[config.mk]
export PLATFORM = sky130hd
export DESIGN_NAME = ste_snd_fifo
export DESIGN_NICKNAME = d
export VERILOG_FILES = /design/src/rtl/ste_snd_pkg.sv /design/src/rtl/snd_rate_div.sv /design/src/rtl/ste_snd_fifo.sv
export SDC_FILE = /design/constraint.sdc
export NUM_CORES = 1
export LEC_CHECK = 0
export CAP_MARGIN = 25
export CORE_ASPECT_RATIO = 2
export CORE_MARGIN = 2
export CORE_UTILIZATION = 45
export CTS_CLUSTER_SIZE = 8
export DETAILED_ROUTE_END_ITERATION = 8
export DONT_BUFFER_PORTS = 1
export PLACE_DENSITY_LB_ADDON = 0.12
export REMOVE_ABC_BUFFERS = 1
export SYNTH_ARGS = -nofsm -noshare
export SYNTH_HDL_FRONTEND = slang
export SYNTH_HIERARCHICAL = 1
export SYNTH_SLANG_ARGS = --single-unit
[constraint.sdc]
create_clock -name clk32 -period 11.37 [get_ports clk32]
set_clock_uncertainty 0.2 [all_clocks]
set_input_delay 2.274 -clock clk32 [delete_from_list [all_inputs] [get_ports clk32]]
set_output_delay 2.274 -clock clk32 [all_outputs]
set_load 0.02 [all_outputs]
[src/rtl/ste_snd_pkg.sv]
// Shared types and constants for the shifter-side sound sink: rate codes,
// rate-divider terminal counts and the FIFO pointer width helper.
package ste_snd_pkg;

  typedef enum logic [1:0] {
    RATE_6K  = 2'b00,
    RATE_12K = 2'b01,
    RATE_25K = 2'b10,
    RATE_50K = 2'b11
  } rate_e;

  localparam int DIV_W = 11;
  localparam logic [DIV_W-1:0] DIV_TERM_6K  = 11'd1280;
  localparam logic [DIV_W-1:0] DIV_TERM_12K = 11'd640;
  localparam logic [DIV_W-1:0] DIV_TERM_25K = 11'd320;
  localparam logic [DIV_W-1:0] DIV_TERM_50K = 11'd160;

  function automatic int ptr_w(input int depth);
    return (depth > 1) ? $clog2(depth) : 1;
  endfunction

  function automatic logic [DIV_W-1:0] div_term(input rate_e r);
    logic [DIV_W-1:0] t;
    case (r)
      RATE_6K:  t = DIV_TERM_6K;
      RATE_12K: t = DIV_TERM_12K;
      RATE_25K: t = DIV_TERM_25K;
      RATE_50K: t = DIV_TERM_50K;
      default:  t = DIV_TERM_50K;
    endcase
    return t;
  endfunction

endpackage

[src/rtl/snd_rate_div.sv]
// Sample-rate prescaler: counts 8 MHz enables and pulses tick once per
// programmed period. A new rate is only adopted at a period boundary.
module snd_rate_div
  import ste_snd_pkg::*;
(
  input  logic       clk32,
  input  logic       rst,
  input  logic       mhz8_en1,
  input  logic       run,
  input  logic [1:0] rate,
  output logic       tick
);

  logic [DIV_W-1:0] cnt_q, cnt_d, term_q, term_d, term;

  always_comb begin
    // While the count sits at zero the live rate is used, so a change can never cut a period short.
    term   = (cnt_q == '0) ? div_term(rate_e'(rate)) : term_q;
    term_d = term;
    tick   = run & mhz8_en1 & (cnt_q == term - DIV_W'(1));
    cnt_d  = cnt_q;
    if (!run || tick)   cnt_d = '0;
    else if (mhz8_en1)  cnt_d = cnt_q + DIV_W'(1);
  end

  always_ff @(posedge clk32 or posedge rst) begin
    if (rst) begin
      cnt_q  <= '0;
      term_q <= DIV_TERM_6K;
    end else begin
      cnt_q  <= cnt_d;
      term_q <= term_d;
    end
  end

endmodule

[src/rtl/ste_snd_fifo.sv]
// Shifter-side sound DMA sink: requests words, buffers DEPTH words and replays
// signed 8-bit samples at the programmed rate. Define SND_MONO_EN for packed mono playback.
module ste_snd_fifo
  import ste_snd_pkg::*;
#(
  parameter int DEPTH = 4
) (
  input  logic        clk32,
  input  logic        rst,
  input  logic        mhz8_en1,
  input  logic        sndon,
  input  logic [1:0]  rate,
  input  logic        mono,
  input  logic        sload_n,
  input  logic [15:0] din,
  output logic        sreq,
  output logic [7:0]  left,
  output logic [7:0]  right,
  output logic        smp_stb,
  output logic        underrun,
  output logic        overrun
);

  localparam int PW = ptr_w(DEPTH);
  localparam int CW = PW + 1;
  localparam logic [CW-1:0] FULL = CW'(DEPTH);
  localparam logic [CW-1:0] TWO  = CW'(2);

  logic                   tick, wr, pop;
  logic                   sload_q, sload_d, ld_vld_q, ld_vld_d;
  logic [15:0]            ld_data_q, ld_data_d, head;
  logic [DEPTH-1:0][15:0] mem_q, mem_d;
  logic [PW-1:0]          wr_ptr_q, wr_ptr_d, rd_ptr_q, rd_ptr_d;
  logic [CW-1:0]          count_q, count_d;
  logic                   sreq_q, sreq_d, stb_q, stb_d, unr_q, unr_d, ovr_q, ovr_d;
  logic [7:0]             left_q, left_d, right_q, right_d;
`ifdef SND_MONO_EN
  logic                   phase_q, phase_d;
`else
  logic                   unused_mono;
  assign unused_mono = mono;
`endif

  snd_rate_div u_div (
    .clk32    (clk32),
    .rst      (rst),
    .mhz8_en1 (mhz8_en1),
    .run      (sndon),
    .rate     (rate),
    .tick     (tick)
  );

  always_comb begin
    sload_d   = sload_n;
    ld_vld_d  = sndon & sload_q & ~sload_n;
    ld_data_d = (sload_q & ~sload_n) ? din : ld_data_q;
    mem_d     = mem_q;
    wr_ptr_d  = wr_ptr_q;
    rd_ptr_d  = rd_ptr_q;
    left_d    = left_q;
    right_d   = right_q;
    unr_d     = unr_q;
    ovr_d     = ovr_q;
    stb_d     = 1'b0;
    wr        = 1'b0;
    pop       = 1'b0;
    head      = mem_q[rd_ptr_q];
`ifdef SND_MONO_EN
    phase_d   = phase_q;
`endif

    // Emptiness is judged on the registered count: a same-cycle write is not bypassed.
    if (tick) begin
      if (count_q == '0) begin
        unr_d = 1'b1;
      end else begin
        stb_d = 1'b1;
`ifdef SND_MONO_EN
        if (mono && !phase_q) begin
          left_d  = head[15:8];
          right_d = head[15:8];
          phase_d = 1'b1;
        end else if (mono) begin
          left_d  = head[7:0];
          right_d = head[7:0];
          phase_d = 1'b0;
          pop     = 1'b1;
        end else begin
          left_d  = head[15:8];
          right_d = head[7:0];
          phase_d = 1'b0;
          pop     = 1'b1;
        end
`else
        left_d  = head[15:8];
        right_d = head[7:0];
        pop     = 1'b1;
`endif
      end
    end

    if (ld_vld_q) begin
      if (count_q == FULL) begin
        ovr_d = 1'b1;
      end else begin
        wr              = 1'b1;
        mem_d[wr_ptr_q] = ld_data_q;
        wr_ptr_d        = wr_ptr_q + PW'(1);
      end
    end
    if (pop) rd_ptr_d = rd_ptr_q + PW'(1);

    count_d = count_q + CW'(wr) - CW'(pop);
    sreq_d  = sndon & ((FULL - count_d) >= TWO);

    if (!sndon) begin
      wr_ptr_d = '0;
      rd_ptr_d = '0;
      count_d  = '0;
      ld_vld_d = 1'b0;
      left_d   = '0;
      right_d  = '0;
      stb_d    = 1'b0;
      unr_d    = 1'b0;
      ovr_d    = 1'b0;
      sreq_d   = 1'b0;
`ifdef SND_MONO_EN
      phase_d  = 1'b0;
`endif
    end
  end

  always_ff @(posedge clk32 or posedge rst) begin
    if (rst) begin
      sload_q   <= 1'b1;
      ld_vld_q  <= 1'b0;
      ld_data_q <= '0;
      mem_q     <= '0;
      wr_ptr_q  <= '0;
      rd_ptr_q  <= '0;
      count_q   <= '0;
      sreq_q    <= 1'b0;
      stb_q     <= 1'b0;
      unr_q     <= 1'b0;
      ovr_q     <= 1'b0;
      left_q    <= '0;
      right_q   <= '0;
`ifdef SND_MONO_EN
      phase_q   <= 1'b0;
`endif
    end else begin
      sload_q   <= sload_d;
      ld_vld_q  <= ld_vld_d;
      ld_data_q <= ld_data_d;
      mem_q     <= mem_d;
      wr_ptr_q  <= wr_ptr_d;
      rd_ptr_q  <= rd_ptr_d;
      count_q   <= count_d;
      sreq_q    <= sreq_d;
      stb_q     <= stb_d;
      unr_q     <= unr_d;
      ovr_q     <= ovr_d;
      left_q    <= left_d;
      right_q   <= right_d;
`ifdef SND_MONO_EN
      phase_q   <= phase_d;
`endif
    end
  end

  // Dropping sreq combinationally on sndon keeps a stopped DMA from seeing one stale request.
  assign sreq     = sreq_q & sndon;
  assign left     = left_q;
  assign right    = right_q;
  assign smp_stb  = stb_q;
  assign underrun = unr_q;
  assign overrun  = ovr_q;

endmodule
==> results.yml, run 1 <==
clocking:
  htreeDepth: 4
  cts_tree: "built"
  cts_root_buf: "clkbuf_16"
  cts_resized: 0
  cts_buffer_depth: 2
  postCtsSetupBuffers: 0
  clock-sinks: 131
  cts_hold_buf: 0
  numCtsBuffers: 17
  cts.clk_slew.worst_paths_ps: 60
  clkLatencyLatePin_ps: 420
placement:
  dpl.cell_count: 649
  dp_hpwl_um: 9240
  port_buffers: 0
  gp_congestion: 0.860
  pre_cts_ws_ps: 5090
  place_area_um2: 6600
floorplan:
  std_cell_rows: 62
  core_um2: 14300
  ioPinCount: 44
  dieArea_um2: 15600
  die_h_um: 175
  initial_core_util_pct: 45.9
  die_w_um: 89.3
pwr:
  p_per_area_nw_per_um2: 173
  p_leak_nw: 3.41
  ir_worst_vdd_uv: 102
  power_mw: 1.27
route:
  finalWirelength_um: 13700
  firstDrtPassIters: 4
  final_antenna_net_count: 0
  vias: 3869
  routedWlPerCell_um: 20.0
  vias_per_cell: 5.65
  drc: 0
  drtIter0Drc: 144
sta:
  slew_viol_final: 0
  worstMarginPinSlew_ps: 1070
  worst_slack_ps: 5270
  slew_headroom_pct: 28.4
  hold_viol: 0
  finalHoldWorstSlack_ps: 294
  fmax_mhz: 164
  fin_crit_ps: 6100
  rsz0062_at_grt: "false"
  tns_ps: 0
  finalCritPeriodShare_pct: 53.7
  setup_viol: 0
worst_setup_path:
  r2r_cells: 18
  criticalPathCategory: "flip-flop to flip-flop"
  cpPeakStageDelay_ps: 740
  slowest_stage: "nor4_4"
  path_cells: "nor4_2 > nand3_1 > nand2_1 > ha_1 > inv_1 > nor3b_1 > nand4b_1 > and4_1 > nor4_4 > and3b_2 > o31ai_2 > mux2i_1 > ha_1 > inv_1 > fa_1 > inv_1 > ha_1 > a31oi_1"
  cp_data_required_time_ps: 11510
  worstSetupPathDepth: 18
  start_kind: "flip-flop"
  critPathArrivalTime_ps: 6240
  crit_family: "simple AND/OR/NAND/NOR gates"
  critPathBufInv: 3
  worst_setup_path_end_kind: "flip-flop"
  cp_max_fo: 13
synthesis:
  synth_seq_cells: 131
  synth_compound_area_share_pct: 7.30
  async_flop_share_pct: 100
  yosys.area_share.adder_pct: 2.22
  muxShareOfSynthArea_pct: 22.4
  synth_area_um2: 6550
  synth_top_family_by_area: "multiplexers"
  synth-xor-area-share_pct: 3.23
  synth_seq_area_share_pct: 50.1
  syn_area_per_cell_um2: 13.6
  yosysWarnings: 6
  synth-edff-count: 0
  synth-simple-area-share_pct: 10.3
  synthFlopType: "dfrtp_1"
  synthCells: 481
  synth_cell_types: 68
final_layout:
  finalNonFillerCells: 685
  nets: 515
  n_antenna_cell: 0
  stdcell_area_um2: 7310
  final_cell_mix: "128 x dfrtp_1, 41 x mux2_4, 36 x mux2_2"
  areaGrowthSynthToFinish_pct: 11.6
  layout_commonest_cell: "dfrtp_1"
  drive_gt1_share_pct: 31.2
  fin_util_pct: 51.2
status:
  status: "completed"
grt:
  grt_overflow_total: 0
  grt_pass1_vias: 4275
  grt_use_total_pct: 19.0
  grt_pass1_wl_um: 22400
  antenna_found_initial: 1
  grt_max_degree: 81
job:
  drv_cap: 0
worst_hold_path:
  hold_class: "flip-flop to flip-flop"
  holdPathStages: 2
## report_power, final
group,leakage [nW],switching [mW],internal (mW),total (mW)
Combinational,1.39,0.0548,0.0852,0.140
Sequential,1.73,0.0391,0.516,0.556
Clock,0.290,0.217,0.353,0.570
## cell families (layout without fill, tap and decap cells)
logic type               Yosys count  in the layout
flip-flops                       131            131
AND/OR/NAND/NOR                  106            106
multiplexers                     101            101
AO/OA/AOI/OAI                     66             66
buffers and inverters             45             57
XOR/XNOR                          21             21
adder cells (fa/ha/maj)           11             11
## path summary, 6_finish.rpt
check / startpoint / endpoint / slack [ps]
setup / recovery: u_div/cnt_q[3] / sreq_q / 5270
hold / removal: u_div/term_q[1] / u_div/term_q[1] / 290
setup reg to reg: u_div/cnt_q[3] / sreq_q / 5270
hold reg to reg: u_div/term_q[1] / u_div/term_q[1] / 290
max in group asynchronous: rst / ld_data_q[8] / 8570
min in group asynchronous: rst / mem_q[34] / 1510
## tightest hold or removal path, stage by stage, from the launching register on
cell	delay (ps)
dfrtp_1	340
nand2_1	70
inv_1	50
## cells in the mapped netlist, drive strengths merged, types with 2 or more instances
cell,number,share of area (%)
and4,3,0.40
clkbuf,6,0.34
xnor2,11,1.5
ha,10,1.9
xor2,8,1.1
o21ai,8,0.61
or3,3,0.29
a211oi,2,0.23
nor2,16,0.92
inv,18,1.0
mux2i,3,0.46
nor3,7,0.71
a311oi,3,0.40
and2,6,0.57
a22o,16,2.1
mux2,82,16
or4,5,0.69
nand3,10,1.5
o311ai,4,0.54
a21oi,16,1.2
dfrtp,128,49
nor4,6,0.99
mux4,16,5.5
o31ai,5,0.65
buf,20,2.9
nor2b,2,0.19
dfstp,3,1.2
nand2,26,1.5
and3,7,0.69
xnor3,2,0.69
nand4,4,0.38
a21boi,3,0.34
or2b,2,0.25
nor3b,2,0.23
## cell type report
type	instances	area [µm²]
fillers	1267	6970
clock buffers	18	439
clock inverters	14	178
multi-input cells	305	2980
flip-flops and latches	131	3280
well taps	192	240
inverters	18	70.1
repair buffers	7	116
## registers in the layout, indices dropped and copies added, names as in the netlist, 2 cells and up
register	cells
wr_ptr_q	2
u_div/term_q	11
ld_data_q	16
count_q	3
u_div/cnt_q	11
rd_ptr_q	2
right	8
left	8
mem_q	64
## layer usage
layer / GRT usage, % / part of all wire, % / routed length, µm
met1: 20.8 / 37 / 5070
met2: 33.8 / 57 / 7810
met3: 4.63 / 3.0 / 413
met4: 7.65 / 2.9 / 401
met5: 0 / 0.095 / 13
(Power assumes the default switching activity.)
==> run 2, diff against run 1 <==
==> constraint.sdc (replaced) <==
create_clock -name clk32 -period 5.5 [get_ports clk32]
set_clock_uncertainty 0.2 [all_clocks]
set_input_delay 1.1 -clock clk32 [delete_from_list [all_inputs] [get_ports clk32]]
set_output_delay 1.1 -clock clk32 [all_outputs]
set_load 0.02 [all_outputs]
==> run 2 against run 1 <==
  * Clock power rose by 95%
  * Fmax is 23% higher
  * Global-route usage increased by 0.42 points
  * Core utilization up 0.15 points
  * Worst setup slack worse by 4700 ps
  * Sequential power rose by 110%
  * Die area unchanged
  * Hold slack got worse by 37 ps
  * Final cell count rose by 1.2%
  * Via count increased by 1.3%
  * Design area up 0.29%
  * Critical path depth unchanged
  * Critical path type unchanged
  * Highest routed layer unchanged
==> results.yml, run 2 (same netlist as run 1, synthesis figures left out) <==
status:
  status: "completed"
clocking:
  cts_resized: 0
  clock-sinks: 131
  cts_hold_buf: 0
  cts_root_buf: "clkbuf_16"
  htreeDepth: 4
  cts_buffer_depth: 2
  cts_tree: "built"
  numCtsBuffers: 17
  cts.clk_slew.worst_paths_ps: 60
  postCtsSetupBuffers: 0
  clkLatencyLatePin_ps: 410
floorplan:
  ioPinCount: 44
  initial_core_util_pct: 45.9
  core_um2: 14300
  std_cell_rows: 62
  die_h_um: 175
  dieArea_um2: 15600
  die_w_um: 89.3
sta:
  worstMarginPinSlew_ps: 918
  slew_headroom_pct: 38.7
  tns_ps: 0
  fin_crit_ps: 4970
  setup_viol: 0
  slew_viol_final: 0
  finalCritPeriodShare_pct: 90.3
  worst_slack_ps: 533
  hold_viol: 0
  fmax_mhz: 201
  rsz0062_at_grt: "false"
  finalHoldWorstSlack_ps: 257
worst_setup_path:
  criticalPathCategory: "flip-flop to flip-flop"
  slowest_stage: "nor4_2"
  start_kind: "flip-flop"
  cp_max_fo: 7
  cpPeakStageDelay_ps: 620
  worst_setup_path_end_kind: "flip-flop"
  path_cells: "nor4_2 > nand3_1 > nand2_1 > ha_1 > inv_1 > nor3b_1 > nand4b_1 > and4_1 > nor4_4 > and3b_2 > o31ai_2 > mux2i_1 > ha_1 > inv_1 > fa_1 > ha_1 > xor2_1 > a31oi_1"
  critPathArrivalTime_ps: 5090
  r2r_slack_ps: 530
  cp_data_required_time_ps: 5620
  critPathMostFrequentCell: "ha_1"
route:
  firstDrtPassIters: 4
  routedWlPerCell_um: 20.4
  vias: 3919
  final_antenna_net_count: 0
  vias_per_cell: 5.66
  drtIter0Drc: 126
  finalWirelength_um: 14100
  drc: 0
pwr:
  ir_worst_vdd_uv: 189
  p_leak_nw: 3.44
  power_mw: 2.55
  p_per_area_nw_per_um2: 348
placement:
  port_buffers: 0
  place_area_um2: 6700
  pre_cts_ws_ps: 539
  dpl.cell_count: 660
  gp_congestion: 0.910
  dp_hpwl_um: 9670
final_layout:
  largest_reg_flops: 64
  reg_top3: "mem_q: 64 flops, ld_data_q: 16 flops"
  finalNonFillerCells: 693
  stdcell_area_um2: 7330
  n_antenna_cell: 0
  drive_gt1_share_pct: 32.1
  regArea_um2: 3280
  final_cell_mix: "128 x dfrtp_1, 41 x mux2_4, 36 x mux2_2"
  multi_input_area_um2: 2980
  areaGrowthSynthToFinish_pct: 11.9
  nets: 524
  fin_util_pct: 51.3
  layout_commonest_cell: "dfrtp_1"
  regMostFlops: "mem_q"
  fillCellCount: 1255
grt:
  grt_max_degree: 83
  grt_overflow_total: 0
  grt_pass1_wl_um: 22700
  grt_use_total_pct: 19.4
  antenna_found_initial: 1
  grt_pass1_vias: 4211
job:
  drv_cap: 0
worst_hold_path:
  hold_class: "input port to async pin"
==> run 2: cell type report <==
type,count,share of cell area [%]
multi-input combinational,305,40.6
clock inverter,12,1.81
sequential,131,44.8
clock buffer,19,6.18
timing repair buffer,16,2.39
inverter,18,0.956
tap,192,3.28
==> run 2: report_power, final <==
group / switching, mW / internal [mW] / total, mW
Combinational: 0.114 / 0.178 / 0.291
Clock: 0.423 / 0.689 / 1.11
Sequential: 0.0797 / 1.07 / 1.15
Total: 0.616 / 1.93 / 2.55
==> run 2: worst paths after layout <==
path	depth (start not counted)	startpoint	to
setup / recovery	18	u_div/cnt_q[7]	sreq_q
hold / removal	1	rst	mem_q[37]
setup reg to reg	18	u_div/cnt_q[7]	sreq_q
hold reg to reg	2	u_div/term_q[1]	u_div/term_q[1]
max in group asynchronous	1	rst	u_div/cnt_q[9]
min in group clk32	2	u_div/term_q[1]	u_div/term_q[1]
==> run 2: routing by layer <==
metal  wire, µm  track usage, %
met1       5300            21.1
met5         14               0
met2       8090            35.2
met3        341            4.20
met4        383            7.52
==> run 2: worst max-delay path, delay by kind of cell, from the launching register on <==
kind            cells  cell delay [ps]
simple gates        8             2360
fa+ha+maj           4             1130
flops               1              470
compound gates      2              280
xor+xnor            1              160
buf+inv             2              140
mux                 1              140
==> run 3, diff against run 2 <==
--- a/config.mk
+++ b/config.mk
@@ -9,11 +9,13 @@
 export CORE_ASPECT_RATIO = 2
 export CORE_MARGIN = 2
 export CORE_UTILIZATION = 45
+export CTS_BUF_LIST = sky130_fd_sc_hd__clkbuf_16
 export CTS_CLUSTER_SIZE = 8
 export DETAILED_ROUTE_END_ITERATION = 8
 export DONT_BUFFER_PORTS = 1
 export PLACE_DENSITY_LB_ADDON = 0.12
 export REMOVE_ABC_BUFFERS = 1
+export SKIP_LAST_GASP = 1
 export SYNTH_ARGS = -nofsm -noshare
 export SYNTH_HDL_FRONTEND = slang
 export SYNTH_HIERARCHICAL = 1
==> run 3 against run 2 <==
  * Sequential share of layout area increased by 0.12 points
  * Register-to-register slack worse by 20 ps
  * Die area stayed put
  * Via count is 0.10% higher
  * Core utilization shrank 0.14 points
  * Largest cell class unchanged
  * Non-clock buffer count unchanged
  * Flip-flop and latch count unchanged
==> results.yml, run 3 (same netlist as run 1, synthesis figures left out) <==
worst_setup_path:
  worst_setup_path_end_kind: "flip-flop"
  critPathArrivalTime_ps: 5100
  cp_data_required_time_ps: 5620
  cp_max_fo: 7
  start_kind: "flip-flop"
  criticalPathCategory: "flip-flop to flip-flop"
sta:
  fin_crit_ps: 4980
  worstMarginPinSlew_ps: 910
  tns_ps: 0
  rsz0062_at_grt: "false"
  setup_viol: 0
  fmax_mhz: 201
  finalHoldWorstSlack_ps: 252
  finalCritPeriodShare_pct: 90.6
  slew_headroom_pct: 39.3
  slew_viol_final: 0
  hold_viol: 0
route:
  vias_per_cell: 5.66
  final_antenna_net_count: 0
  drc: 0
  routedWlPerCell_um: 20.5
  vias: 3923
  finalWirelength_um: 14200
  drtIter0Drc: 127
  firstDrtPassIters: 4
final_layout:
  finalNonFillerCells: 693
  fillCellCount: 1256
  layout_commonest_cell: "dfrtp_1"
  reg_top3: "mem_q: 64 flops, ld_data_q: 16 flops"
  drive_gt1_share_pct: 31.7
  largest_reg_flops: 64
  stdcell_area_um2: 7310
  regMostFlops: "mem_q"
  fin_util_pct: 51.2
  regArea_um2: 3280
  multi_input_area_um2: 2980
  nets: 524
  final_cell_mix: "128 x dfrtp_1, 41 x mux2_4, 36 x mux2_2"
  areaGrowthSynthToFinish_pct: 11.6
  n_antenna_cell: 0
pwr:
  seqPwrFrac_pct: 45.5
  combPwrFrac_pct: 11.6
  internal_power_mw: 1.91
  power_frac_clock_pct: 42.9
  p_leak_nw: 3.43
  p_sw_uw: 615
  ir_worst_vdd_uv: 190
  switching_share_pct: 24.4
  p_per_area_nw_per_um2: 345
clocking:
  numCtsBuffers: 17
  cts_root_buf: "clkbuf_16"
  cts_buffer_depth: 2
  cts.clk_slew.worst_paths_ps: 60
  cts_resized: 0
  clock-sinks: 131
  cts_tree: "built"
  cts_hold_buf: 0
  clkLatencyLatePin_ps: 410
  postCtsSetupBuffers: 0
  htreeDepth: 4
placement:
  dp_hpwl_um: 9670
  port_buffers: 0
  dpl.cell_count: 660
  gp_congestion: 0.910
  place_area_um2: 6700
floorplan:
  die_h_um: 175
  initial_core_util_pct: 45.9
  core_um2: 14300
  die_w_um: 89.3
  std_cell_rows: 62
  dieArea_um2: 15600
  ioPinCount: 44
grt:
  met2_usage_pct: 35.2
  met3_usage_pct: 4.20
  antenna_found_initial: 1
  grt_max_degree: 83
  use_met1_pct: 21.0
  grt_use_total_pct: 19.4
  grt_pass1_wl_um: 22700
  top_usage_layer: "met2"
  grt_overflow_total: 0
  grt_pass1_vias: 4207
job:
  drv_cap: 0
status:
  status: "completed"
worst_hold_path:
  hold_class: "input port to async pin"
==> run 3: changes by cell type in the layout (fill, tap and decap cells not counted), sizes merged <==
cell / change
clkinv: +2
clkbuf: -2
==> run 3: power by group through the flow <==
stage | registers, mW | clock network [mW] | logic [mW]
final | 1.15 | 1.08 | 0.291
after global routing | 1.16 | 1.15 | 0.319
after global placement | 1.16 | 0 | 0.283
after detailed placement | 1.16 | 0 | 0.293
after floorplan | 1.13 | 0 | 0.244
after CTS | 1.15 | 1.11 | 0.294
==> run 3: layout make-up <==
class                      count  share of cell area [%]
timing repair buffer          16                    2.40
tap                          192                    3.29
multi-input combinational    305                    40.7
clock inverter                14                    1.92
sequential                   131                    44.9
inverter                      18                   0.959
clock buffer                  17                    5.82
==> run 3: through the flow <==
stage,setup slack (ps),power (mW)
3_5_place_dp,539,1.46
4_1_cts,510,2.55
5_1_grt,141,2.63
6_report,516,2.52
3_3_place_gp,626,1.44
2_1_floorplan,623,1.38
==> run 3: path summary, 6_finish.rpt <==
check                                      from         endpoint  slack (ps)  depth (start not counted)
worst max-delay path             u_div/cnt_q[7]           sreq_q         520                         18
worst min register to register  u_div/term_q[1]  u_div/term_q[1]         280                          2
max in group asynchronous                   rst   u_div/cnt_q[9]        3950                          1
worst min-delay path                        rst        mem_q[37]         250                          1
worst max register to register   u_div/cnt_q[7]           sreq_q         520                         18
min in group clk32              u_div/term_q[1]  u_div/term_q[1]         280                          2
==> run 3: critical path, cell delays in order, from the launching register on <==
cell      delay (ps)
dfrtp_1          470
nor4_2           620
nand3_1          250
nand2_1          150
ha_1             250
inv_1             90
nor3b_1          380
nand4b_1         140
and4_1           260
nor4_4           290
and3b_2          290
o31ai_2           90
mux2i_1          140
ha_1             160
inv_1             50
fa_1             490
ha_1             230
xor2_1           160
a31oi_1          190
==> run 3: layer usage <==
layer  part of all wire (%)  vias to the layer above
met2                     57                       59
met3                    2.1                       23
li1                       -                     1773
met1                     38                     2066
met4                    2.7                        2
met5                  0.099                        -
